<file path="src/rtl/ddr3_write_arbiter_if.sv">
// Shared Avalon-MM burst write bus for ddr3_write_arbiter: packed requester side plus controller side.
// slave is the arbiter's view; master is the view of the writers and controller around it.
interface ddr3_write_arbiter_if #(
  parameter int num_requesters = 2,
  parameter int addr_width     = 27,
  parameter int data_width     = 256
);
  logic [num_requesters-1:0]            m_write;
  logic [num_requesters*addr_width-1:0] m_write_address;
  logic [num_requesters*data_width-1:0] m_write_data;
  logic [num_requesters*4-1:0]          m_burstcount;
  logic [num_requesters-1:0]            m_waitrequest;

  logic                  ddr3_write;
  logic [addr_width-1:0] ddr3_write_address;
  logic [data_width-1:0] ddr3_write_data;
  logic [3:0]            ddr3_burstcount;
  logic                  ddr3_waitrequest;

  modport slave (
    input  m_write, m_write_address, m_write_data, m_burstcount,
    output m_waitrequest,
    output ddr3_write, ddr3_write_address, ddr3_write_data, ddr3_burstcount,
    input  ddr3_waitrequest
  );

  modport master (
    output m_write, m_write_address, m_write_data, m_burstcount,
    input  m_waitrequest,
    input  ddr3_write, ddr3_write_address, ddr3_write_data, ddr3_burstcount,
    output ddr3_waitrequest
  );
endinterface

</file>
<file path="src/rtl/ddr3_write_arbiter.sv">
// Per-burst arbiter sharing one DDR3 Avalon-MM burst write port between several frame writers.
// Round-robin by default; define ARB_FIXED_PRIO_EN for fixed priority (lowest index wins).
module ddr3_write_arbiter #(
  parameter int num_requesters = 2,
  parameter int burst_len      = 8,
  parameter int addr_width     = 27,
  parameter int data_width     = 256
) (
  input  logic                              ddr3_clk,
  input  logic                              ddr3clk_reset,
  ddr3_write_arbiter_if.slave               bus,
  output logic [$clog2(num_requesters)-1:0] grant_id,
  output logic                              busy
);
  localparam int         GW        = $clog2(num_requesters);
  localparam logic [3:0] BURST_MAX = 4'(burst_len);

  typedef enum logic {ST_IDLE, ST_BURST} state_t;

  state_t        r_state;
  logic [GW-1:0] r_grant_id;
  logic          r_busy;
  logic [3:0]    r_beat_cnt;
  logic [3:0]    r_blen;

  logic          w_in_burst;
  logic [GW-1:0] w_winner;
  logic [GW-1:0] w_next_ptr;
  logic [3:0]    w_req_bc;
  logic [3:0]    w_req_blen;
  logic [3:0]    w_blen;
  logic          w_accept;
  logic          w_last;

  assign w_in_burst = (r_state == ST_BURST);

  // Controller side is a pure mux of the granted requester; no register stage.
  always_comb begin
    // NOTE: every output gets a default before the conditional override, so no latch is inferred.
    bus.m_waitrequest      = '1;
    bus.ddr3_write         = w_in_burst & bus.m_write[r_grant_id];
    bus.ddr3_write_address = bus.m_write_address[int'(r_grant_id)*addr_width +: addr_width];
    bus.ddr3_write_data    = bus.m_write_data[int'(r_grant_id)*data_width +: data_width];
    bus.ddr3_burstcount    = bus.m_burstcount[int'(r_grant_id)*4 +: 4];
    if (w_in_burst) begin
      bus.m_waitrequest[r_grant_id] = bus.ddr3_waitrequest;
    end
  end

  assign w_req_bc   = bus.m_burstcount[int'(r_grant_id)*4 +: 4];
  assign w_req_blen = (w_req_bc == 4'd0)     ? 4'd1      :
                      (w_req_bc > BURST_MAX) ? BURST_MAX : w_req_bc;
  // Burst length is only sampled on the first beat; later beats use the latched copy.
  assign w_blen     = (r_beat_cnt == 4'd0) ? w_req_blen : r_blen;
  assign w_accept   = bus.ddr3_write & ~bus.ddr3_waitrequest;
  assign w_last     = w_accept && (r_beat_cnt == w_blen - 4'd1);
  assign w_next_ptr = (int'(r_grant_id) == num_requesters - 1) ? '0 : r_grant_id + 1'b1;

`ifdef ARB_FIXED_PRIO_EN
  always_comb begin
    w_winner = '0;
    for (int i = num_requesters - 1; i >= 0; i--) begin
      if (bus.m_write[i]) w_winner = GW'(i);
    end
  end
`else
  logic [GW-1:0] r_rr_ptr;

  function automatic logic [GW-1:0] rr_pick(input logic [num_requesters-1:0] req,
                                            input logic [GW-1:0]             ptr);
    logic [GW-1:0] pick;
    logic          found;
    int            idx;
    pick  = ptr;
    found = 1'b0;
    for (int i = 0; i < num_requesters; i++) begin
      idx = int'(ptr) + i;
      if (idx >= num_requesters) idx = idx - num_requesters;
      if (!found && req[idx]) begin
        pick  = GW'(idx);
        found = 1'b1;
      end
    end
    return pick;
  endfunction

  assign w_winner = rr_pick(bus.m_write, r_rr_ptr);
`endif

  // NOTE: asynchronous reset drops the FSM to idle at once, so a burst in flight stops forwarding immediately.
  always_ff @(posedge ddr3_clk or posedge ddr3clk_reset) begin
    if (ddr3clk_reset) begin
      r_state    <= ST_IDLE;
      r_grant_id <= '0;
      r_busy     <= 1'b0;
      r_beat_cnt <= '0;
      r_blen     <= '0;
`ifndef ARB_FIXED_PRIO_EN
      r_rr_ptr   <= '0;
`endif
    end else begin
      // NOTE: non-blocking assignments keep every register update based on pre-edge values.
      case (r_state)
        ST_IDLE: begin
          if (|bus.m_write) begin
            r_grant_id <= w_winner;
            r_busy     <= 1'b1;
            r_state    <= ST_BURST;
          end
        end
        ST_BURST: begin
          if (w_accept) begin
            if (r_beat_cnt == 4'd0) r_blen <= w_req_blen;
            if (w_last) begin
              r_state    <= ST_IDLE;
              r_busy     <= 1'b0;
              r_beat_cnt <= '0;
`ifndef ARB_FIXED_PRIO_EN
              r_rr_ptr   <= w_next_ptr;
`endif
            end else begin
              r_beat_cnt <= r_beat_cnt + 4'd1;
            end
          end
        end
        default: r_state <= ST_IDLE;
      endcase
    end
  end

  assign grant_id = r_grant_id;
  assign busy     = r_busy;

`ifdef ARB_FIXED_PRIO_EN
  logic w_unused;
  assign w_unused = ^w_next_ptr;
`endif
endmodule

</file>
<file path="src/flat_wrapper.sv">
// flat-port wrapper written by rule: the top's interface ports become plain ports
module ddr3_write_arbiter_flat 
#(
  parameter int num_requesters = 2,
  parameter int burst_len      = 8,
  parameter int addr_width     = 27,
  parameter int data_width     = 256
)
  (ddr3_clk, ddr3clk_reset, grant_id, busy, bus_m_write, bus_m_write_address, bus_m_write_data, bus_m_burstcount, bus_m_waitrequest, bus_ddr3_write, bus_ddr3_write_address, bus_ddr3_write_data, bus_ddr3_burstcount, bus_ddr3_waitrequest);
  ddr3_write_arbiter_if #(.num_requesters(num_requesters), .addr_width(addr_width), .data_width(data_width)) bus_i ();
  input  logic ddr3_clk;
  input  logic ddr3clk_reset;
  output logic [$clog2(num_requesters)-1:0] grant_id;
  output logic busy;
  input wire logic [$bits(bus_i.m_write)-1:0] bus_m_write;
  input wire logic [$bits(bus_i.m_write_address)-1:0] bus_m_write_address;
  input wire logic [$bits(bus_i.m_write_data)-1:0] bus_m_write_data;
  input wire logic [$bits(bus_i.m_burstcount)-1:0] bus_m_burstcount;
  output wire logic [$bits(bus_i.m_waitrequest)-1:0] bus_m_waitrequest;
  output wire logic [$bits(bus_i.ddr3_write)-1:0] bus_ddr3_write;
  output wire logic [$bits(bus_i.ddr3_write_address)-1:0] bus_ddr3_write_address;
  output wire logic [$bits(bus_i.ddr3_write_data)-1:0] bus_ddr3_write_data;
  output wire logic [$bits(bus_i.ddr3_burstcount)-1:0] bus_ddr3_burstcount;
  input wire logic [$bits(bus_i.ddr3_waitrequest)-1:0] bus_ddr3_waitrequest;
  assign bus_i.m_write = bus_m_write;
  assign bus_i.m_write_address = bus_m_write_address;
  assign bus_i.m_write_data = bus_m_write_data;
  assign bus_i.m_burstcount = bus_m_burstcount;
  assign bus_m_waitrequest = bus_i.m_waitrequest;
  assign bus_ddr3_write = bus_i.ddr3_write;
  assign bus_ddr3_write_address = bus_i.ddr3_write_address;
  assign bus_ddr3_write_data = bus_i.ddr3_write_data;
  assign bus_ddr3_burstcount = bus_i.ddr3_burstcount;
  assign bus_i.ddr3_waitrequest = bus_ddr3_waitrequest;
  ddr3_write_arbiter #(.num_requesters(num_requesters), .burst_len(burst_len), .addr_width(addr_width), .data_width(data_width)) u_core (.ddr3_clk(ddr3_clk), .ddr3clk_reset(ddr3clk_reset), .bus(bus_i), .grant_id(grant_id), .busy(busy));
endmodule
</file>
<file path="config.mk">
export PLATFORM = sky130hd
export DESIGN_NAME = ddr3_write_arbiter_flat
export DESIGN_NICKNAME = d
export VERILOG_FILES = /design/src/rtl/ddr3_write_arbiter_if.sv /design/src/rtl/ddr3_write_arbiter.sv /design/src/flat_wrapper.sv
export SDC_FILE = /design/constraint.sdc
export NUM_CORES = 1
export LEC_CHECK = 0
export CELL_PAD_IN_SITES_DETAIL_PLACEMENT = 1
export CELL_PAD_IN_SITES_GLOBAL_PLACEMENT = 2
export CORE_AREA = 10 10 331 333
export DETAILED_ROUTE_END_ITERATION = 8
export DIE_AREA = 0 0 341 343
export GPL_ROUTABILITY_DRIVEN = 1
export PLACE_DENSITY_LB_ADDON = 0.1
export REMOVE_ABC_BUFFERS = 1
export SETUP_SLACK_MARGIN = 0.02
export SLEW_MARGIN = 20
export SYNTH_ARGS = -nofsm -noshare
export SYNTH_HDL_FRONTEND = slang
export SYNTH_SLANG_ARGS = --single-unit
export TNS_END_PERCENT = 50
</file>
<file path="constraint.sdc">
create_clock -name ddr3_clk -period 4.06 [get_ports ddr3_clk]
set_clock_uncertainty 0.2 [all_clocks]
set_input_delay 0.812 -clock ddr3_clk [delete_from_list [all_inputs] [get_ports ddr3_clk]]
set_output_delay 0.812 -clock ddr3_clk [all_outputs]
set_load 0.05 [all_outputs]
</file>
==> results.cfg, run 1 <==
[worst_setup_path]
timing.rr.start = u_core.r_beat_cnt[0]
required_ns = 3.05
worstSetupEndpointType = output pin
path_cells = clkdlybuf4s50_1 -> mux2_2 -> clkdlybuf4s50_1
cp-startpoint = bus_m_write_data[165]
worst-endpoint-arrival_ns = 2.59
crit_buf_inv = 2
critPathTopFamily = buffers and inverters
cp_common_cell = clkdlybuf4s50_1
criticalPathCategory = in -> out
slowest_stage = clkdlybuf4s50_1
start_kind = primary input
cp_max_fo = 2
critPathMaxStageDelay_ns = 0.81

[sta]
drv_slew = 0
hold_viol = 0
worst_pin_slew_ns = 0.740
holdWs_ns = 0.341
fmax_ghz = 0.278
slew-limit-headroom = 0.500
layout_min_cycle_time_ns = 3.60
rsz0062_at_grt = no
setup_violations = 0
fin_crit_sh = 0.887

[global_routing]
grt_pass1_vias = 8240
overflow = 0
grt_max_degree = 51
antenna_found_initial = 58
track_usage = 0.114
grt_pass1_wl_um = 88700

[placement]
dpl.hpwl_um = 66400
portBuffers = 870
globalplace.congestion = 0.775
place_inst = 2647

[cells_and_area]
nets = 1854
fin_util = 0.144
layout.filler_cells = 12000
layout_common_cells = 859 x clkdlybuf4s50_1, 287 x mux2_2, 22 x buf_4
area_delta_synth_final_pct = 253
mostFrequentLayoutCell = clkdlybuf4s50_1
final_cell_count_no_fill = 2672
drive_gt1_frac = 0.256

[routing]
firstDrtPassIters = 4
wire_per_inst_um = 26.6
ant_nets = 0
drt-initial-drc-count = 101
vias = 7282
drc_errors = 0
routed_via_density = 2.73
finalWirelength_um = 71000

[yosys]
postSynthCellCount = 412
syn-cell-area_mm2 = 0.00421
synth_ff_type = dfrtp_1
synth_top_area_cell = mux2_2
netlist.area_leader.share = 0.768
yosysUniqueCellTypes = 42
async_flop_share = 1.00
syn_area_per_cell_um2 = 10.2
ys_seq_area_frac = 0.0714
synth_area_leaders = mux2_2 77%, dfrtp_1 7.1%, buf_2 2.5%, a21oi_1 1.2%, nor2_1 0.98%
yosys_warnings = 0
ys_seq_elements = 12
synth_edf_count = 0

[cts]
cts_resized = 0
cts.sinks = 12
clockBufferDepth = 2
cts.clk_slew.worst_paths_ns = 0.05
htree_levels = 1
cts_tree = yes
cts_buffers = 3
hold_buffers = 0
post_cts_buffers = 0
ctsRootBufferMaster = clkbuf_16
clk_latency_ns = 0.24

[floorplanning]
fp.dieW_um = 341
start_util = 0.0409
die-area_mm2 = 0.117
rows = 118
die_h_um = 343
fp.coreArea_mm2 = 0.103
io_pins = 871

[pwr]
finalPower_mw = 8.12
ir_drop_uv = 172
p_leak_nw = 5.01
p_per_area_mw_per_mm2 = 547

[min_path]
min_from = u_core.r_blen[0]
hp-class = reg -> reg

[status]
status = finished, final reports clean

[flow_run]
maxCapViolations = 0
==> area by class of cell <==
cell class                      instances  area, um2  area share
Sequential cell                        12        304      0.0205
Antenna cell                           21       52.6     0.00354
Tap cell                             1380       1730       0.116
Timing Repair Buffer                  889       8920       0.601
Inverter                                5       18.8     0.00126
Multi-Input combinational cell        361       3730       0.251
Clock buffer                            4       88.8     0.00599
==> tightest hold or removal path, delay by kind of cell (launching register included) <==
kind | cells | cell delay [ns]
compound gates | 1 | 0.11
flops | 1 | 0.34
simple gates | 1 | 0.05
==> report_power, final <==
group | internal, mW | switching [mW] | total [mW]
Combinational | 2.99 | 4.63 | 7.62
Clock | 0.149 | 0.0591 | 0.209
Sequential | 0.178 | 0.118 | 0.295
==> registers in the layout, indices dropped and copies added (netlist names) <==
| name | flops |
|---|---|
| u_core.r_blen | 4 |
| u_core.r_beat_cnt | 4 |
| u_core.r_rr_ptr | 1 |
| u_core.r_state | 1 |
| u_core.grant_id | 1 |
| u_core.busy | 1 |
==> cells in the mapped netlist, types with 2 or more instances <==
cell,number
a21oi_1,10
nor2_1,11
ha_1,3
mux2_2,287
mux2i_1,3
inv_1,5
a31oi_1,2
clkbuf_1,10
a22oi_1,2
xor2_1,4
or3_1,2
nand2_1,5
buf_2,21
buf_1,2
nor3_1,5
o21ai_0,3
dfrtp_1,12
==> path summary, 6_finish.rpt <==
check	end	slack, ns	cells after the start
max	bus_ddr3_write_data[165]	0.46	3
min	u_core.r_blen[0]	0.34	2
max reg2reg	u_core.r_rr_ptr	0.86	9
min reg2reg	u_core.r_blen[0]	0.34	2
max in group asynchronous	u_core.grant_id	2.54	2
min in group asynchronous	u_core.r_blen[2]	0.72	2
==> cell families (layout without fill, tap and decap cells) <==
family                     Yosys count  count (layout)  share of synthesized area
and+or+nand+nor                     35              35                     0.0467
DFF                                 12              12                     0.0714
other                                0              21                          0
adders and majority gates            3               3                    0.00892
buffers and inverters               39             898                     0.0428
xor gates and xnor gates             5               5                     0.0104
muxes                              290             290                      0.775
AOI/OAI and AO/OA                   28              28                     0.0443
==> stage by stage <==
step | area, um2 | setup WS, ns | setup TNS, ns
floorplan | 4050 | -5.55 | -1431.00
global placement | 14700 | 0.461 | 0
detailed placement | 14700 | 0.416 | 0
CTS | 14800 | 0.381 | 0
global route | 14800 | 0.374 | 0
finish | 14800 | 0.459 | 0
==> routing by layer <==
layer,vias to the layer above,global-route usage,part of all wire
li1,3312,-,-
met1,3354,0.101,0.32
met2,504,0.219,0.54
met3,86,0.0664,0.13
met4,26,0.0200,0.011
met5,-,0,0.0025
Note: power is estimated with default switching activity, not from simulation.
==> run 2: changes to the inputs <==
Settings changed: ABC_AREA set to 1, CORE_AREA 10 10 331 333 to 10 10 328 330, DIE_AREA 0 0 341 343 to 0 0 338 340, GPL_TIMING_DRIVEN set to 0, HOLD_SLACK_MARGIN set to 0.02.
==> results.cfg, run 2 <==
[status]
status = finished, final reports clean

[cells_and_area]
layout_common_cells = 902 x nand2_1, 816 x clkdlybuf4s50_1, 43 x dlygate4sd2_1
nets = 2455
fin_util = 0.147
area_delta_synth_final_pct = 241
reg_top3 = u_core.r_beat_cnt x4, u_core.r_blen x4
seqCellArea_um2 = 304
layout.filler_cells = 12300
mostFrequentLayoutCell = nand2_1
drive_gt1_frac = 0.0166
multi_input_area_mm2 = 0.00369

[pwr]
p_seq_frac = 0.030
netSwitchingPower_mw = 6.75
p_per_area_mw_per_mm2 = 665
netSwitchingFraction = 0.681
p_leak_nw = 6.76
finalPower_mw = 9.90
p_int_mw = 3.15
clkPwrFrac = 0.021
ir_drop_uv = 254
comb_power_share = 0.950

[routing]
drt-initial-drc-count = 211
drc_errors = 0
wl_met2_um = 38700
route.met3.wl_um = 8410
wire_per_inst_um = 21.6
routed_via_density = 2.94
vias = 9572
ant_nets = 0
top_layer_used = met5
met1_length_um = 22300
firstDrtPassIters = 4
finalWirelength_um = 70200

[worst_setup_path]
worstSetupEndpointType = output pin
critPathTopFamily = buffers and inverters
start_kind = register
slowest_stage = dfrtp_4
path_cells = buf_16 -> buf_16 -> nand2_1 -> nand2_1 -> clkdlybuf4s50_1
crit_buf_inv = 3
worst-endpoint-arrival_ns = 2.82
cp_max_fo = 58
critPathMaxStageDelay_ns = 0.84
required_ns = 3.05
criticalPathCategory = reg -> out

[sta]
hold_viol = 0
drv_slew = 0
worst_pin_slew_ns = 0.791
fin_crit_sh = 0.944
setup_violations = 0
layout_min_cycle_time_ns = 3.83
slew-limit-headroom = 0.475
fmax_ghz = 0.261
rsz0062_at_grt = no
post-route-worst-setup-slack_ns = 0.228

[yosys]
synth_area_leaders = nand2_1 77%, dfrtp_1 6.9%, clkbuf_1 4.9%, inv_1 2.1%, nand3_1 1.1%
ys_seq_area_frac = 0.0687
yosysUniqueCellTypes = 25
synthTopCellsByCount = 902 x nand2_1, 57 x clkbuf_1, 24 x inv_1
synth_top_area_cell = nand2_1
postSynthCellCount = 1054
ys_seq_elements = 12
synth_most_common_cell = nand2_1
synth_edf_count = 0
netlist.area_leader.share = 0.775
async_flop_share = 1.00
syn-cell-area_mm2 = 0.00437
synth_ff_type = dfrtp_1
yosys_warnings = 0
syn_area_per_cell_um2 = 4.15

[placement]
globalplace.congestion = 0.759
portBuffers = 870
dpl.hpwl_um = 61300
pre_cts_ws_ns = 0.119

[global_routing]
grt_pass1_wl_um = 89900
antenna_found_initial = 40
grt_pass1_vias = 10500
grt_max_degree = 130
overflow = 0
track_usage = 0.112

[cts]
cts.clk_slew.worst_paths_ns = 0.05
cts_tree = yes
clockBufferDepth = 2
clk_latency_ns = 0.24
hold_buffers = 0
post_cts_buffers = 0
cts.sinks = 12
cts_buffers = 3
htree_levels = 1
ctsRootBufferMaster = clkbuf_16

[floorplanning]
fp.coreArea_mm2 = 0.101
rows = 117
die_h_um = 340
die-area_mm2 = 0.115
io_pins = 871
start_util = 0.0432
fp.dieW_um = 338

[flow_run]
maxCapViolations = 0

[min_path]
hp-class = reg -> reg
run 2: worst paths after layout:
path / from / end / slack, ns / cells after the start
max: u_core.grant_id / bus_ddr3_write_data[198] / 0.23 / 5
min: u_core.r_blen[3] / u_core.r_blen[3] / 0.28 / 2
max reg2reg: u_core.grant_id / u_core.r_beat_cnt[3] / 0.74 / 16
min reg2reg: u_core.r_blen[3] / u_core.r_blen[3] / 0.28 / 2
max in group asynchronous: ddr3clk_reset / u_core.grant_id / 2.52 / 2
min in group asynchronous: ddr3clk_reset / u_core.r_beat_cnt[2] / 0.72 / 2
run 2: power by group through the flow:
stage | Sequential (mW) | Combinational (mW) | Clock (mW)
after global routing | 0.312 | 10.1 | 0.221
after detailed placement | 0.304 | 9.68 | 0
after global placement | 0.452 | 5.90 | 0
final | 0.294 | 9.40 | 0.205
after floorplan | 0.451 | 5.72 | 0
after CTS | 0.302 | 9.67 | 0.214
run 2: stage by stage:
stage	hold WS, ns	instances	area [um2]	setup TNS (ns)
floorplan	0.243	989	4100	-1691.78
global placement	0.271	3227	14500	-5475.27
detailed placement	0.277	3234	14700	0
CTS	0.290	3239	14800	0
global route	0.308	3246	14900	0
finish	0.281	3255	14900	0
run 2: timing repair:
action	CTS	global route
endpoints found under the setup margin	52	70
gates cloned	1	1
hold endpoints to repair	0	0
gates resized for setup	43	11
run 2: cells by family (layout without fill, tap and decap cells):
| kind of cell | count (synthesis) | in the layout | share of synthesized area |
|---|---|---|---|
| and+or+nand+nor | 931 | 931 | 0.812 |
| buffers and inverters | 94 | 912 | 0.0868 |
| adders and majority gates | 3 | 3 | 0.00859 |
| xor gates and xnor gates | 4 | 4 | 0.00802 |
| AOI/OAI and AO/OA | 10 | 10 | 0.0155 |
| other | 0 | 15 | 0 |
| DFF | 12 | 12 | 0.0687 |
run 2: cell type report:
| type | count | area share |
|---|---|---|
| Antenna cell | 15 | 0.00252 |
| Clock buffer | 4 | 0.00597 |
| Inverter | 29 | 0.00841 |
| Multi-Input combinational cell | 948 | 0.248 |
| Sequential cell | 12 | 0.0204 |
| Tap cell | 1368 | 0.115 |
| Timing Repair Buffer | 879 | 0.600 |
run 2: layer usage:
layer / global-route usage / up-vias
li1: - / 4761
met1: 0.0982 / 4262
met2: 0.227 / 453
met3: 0.0577 / 64
met4: 0.0126 / 32
met5: 0 / -
run 2: worst reg2reg max path, cell delays in order (launching register included):
cell and delay, ns:
dfrtp_4 0.84, buf_16 0.33, buf_16 0.29, nand2_1 0.10
nand2_1 0.12, nand2_1 0.12, inv_2 0.09, a21oi_2 0.07
ha_1 0.21, xnor2_1 0.18, nand3_1 0.10, nand2_1 0.10
nand2_1 0.09, nor2_4 0.15, nand2_4 0.09, inv_2 0.10
nor2_2 0.03
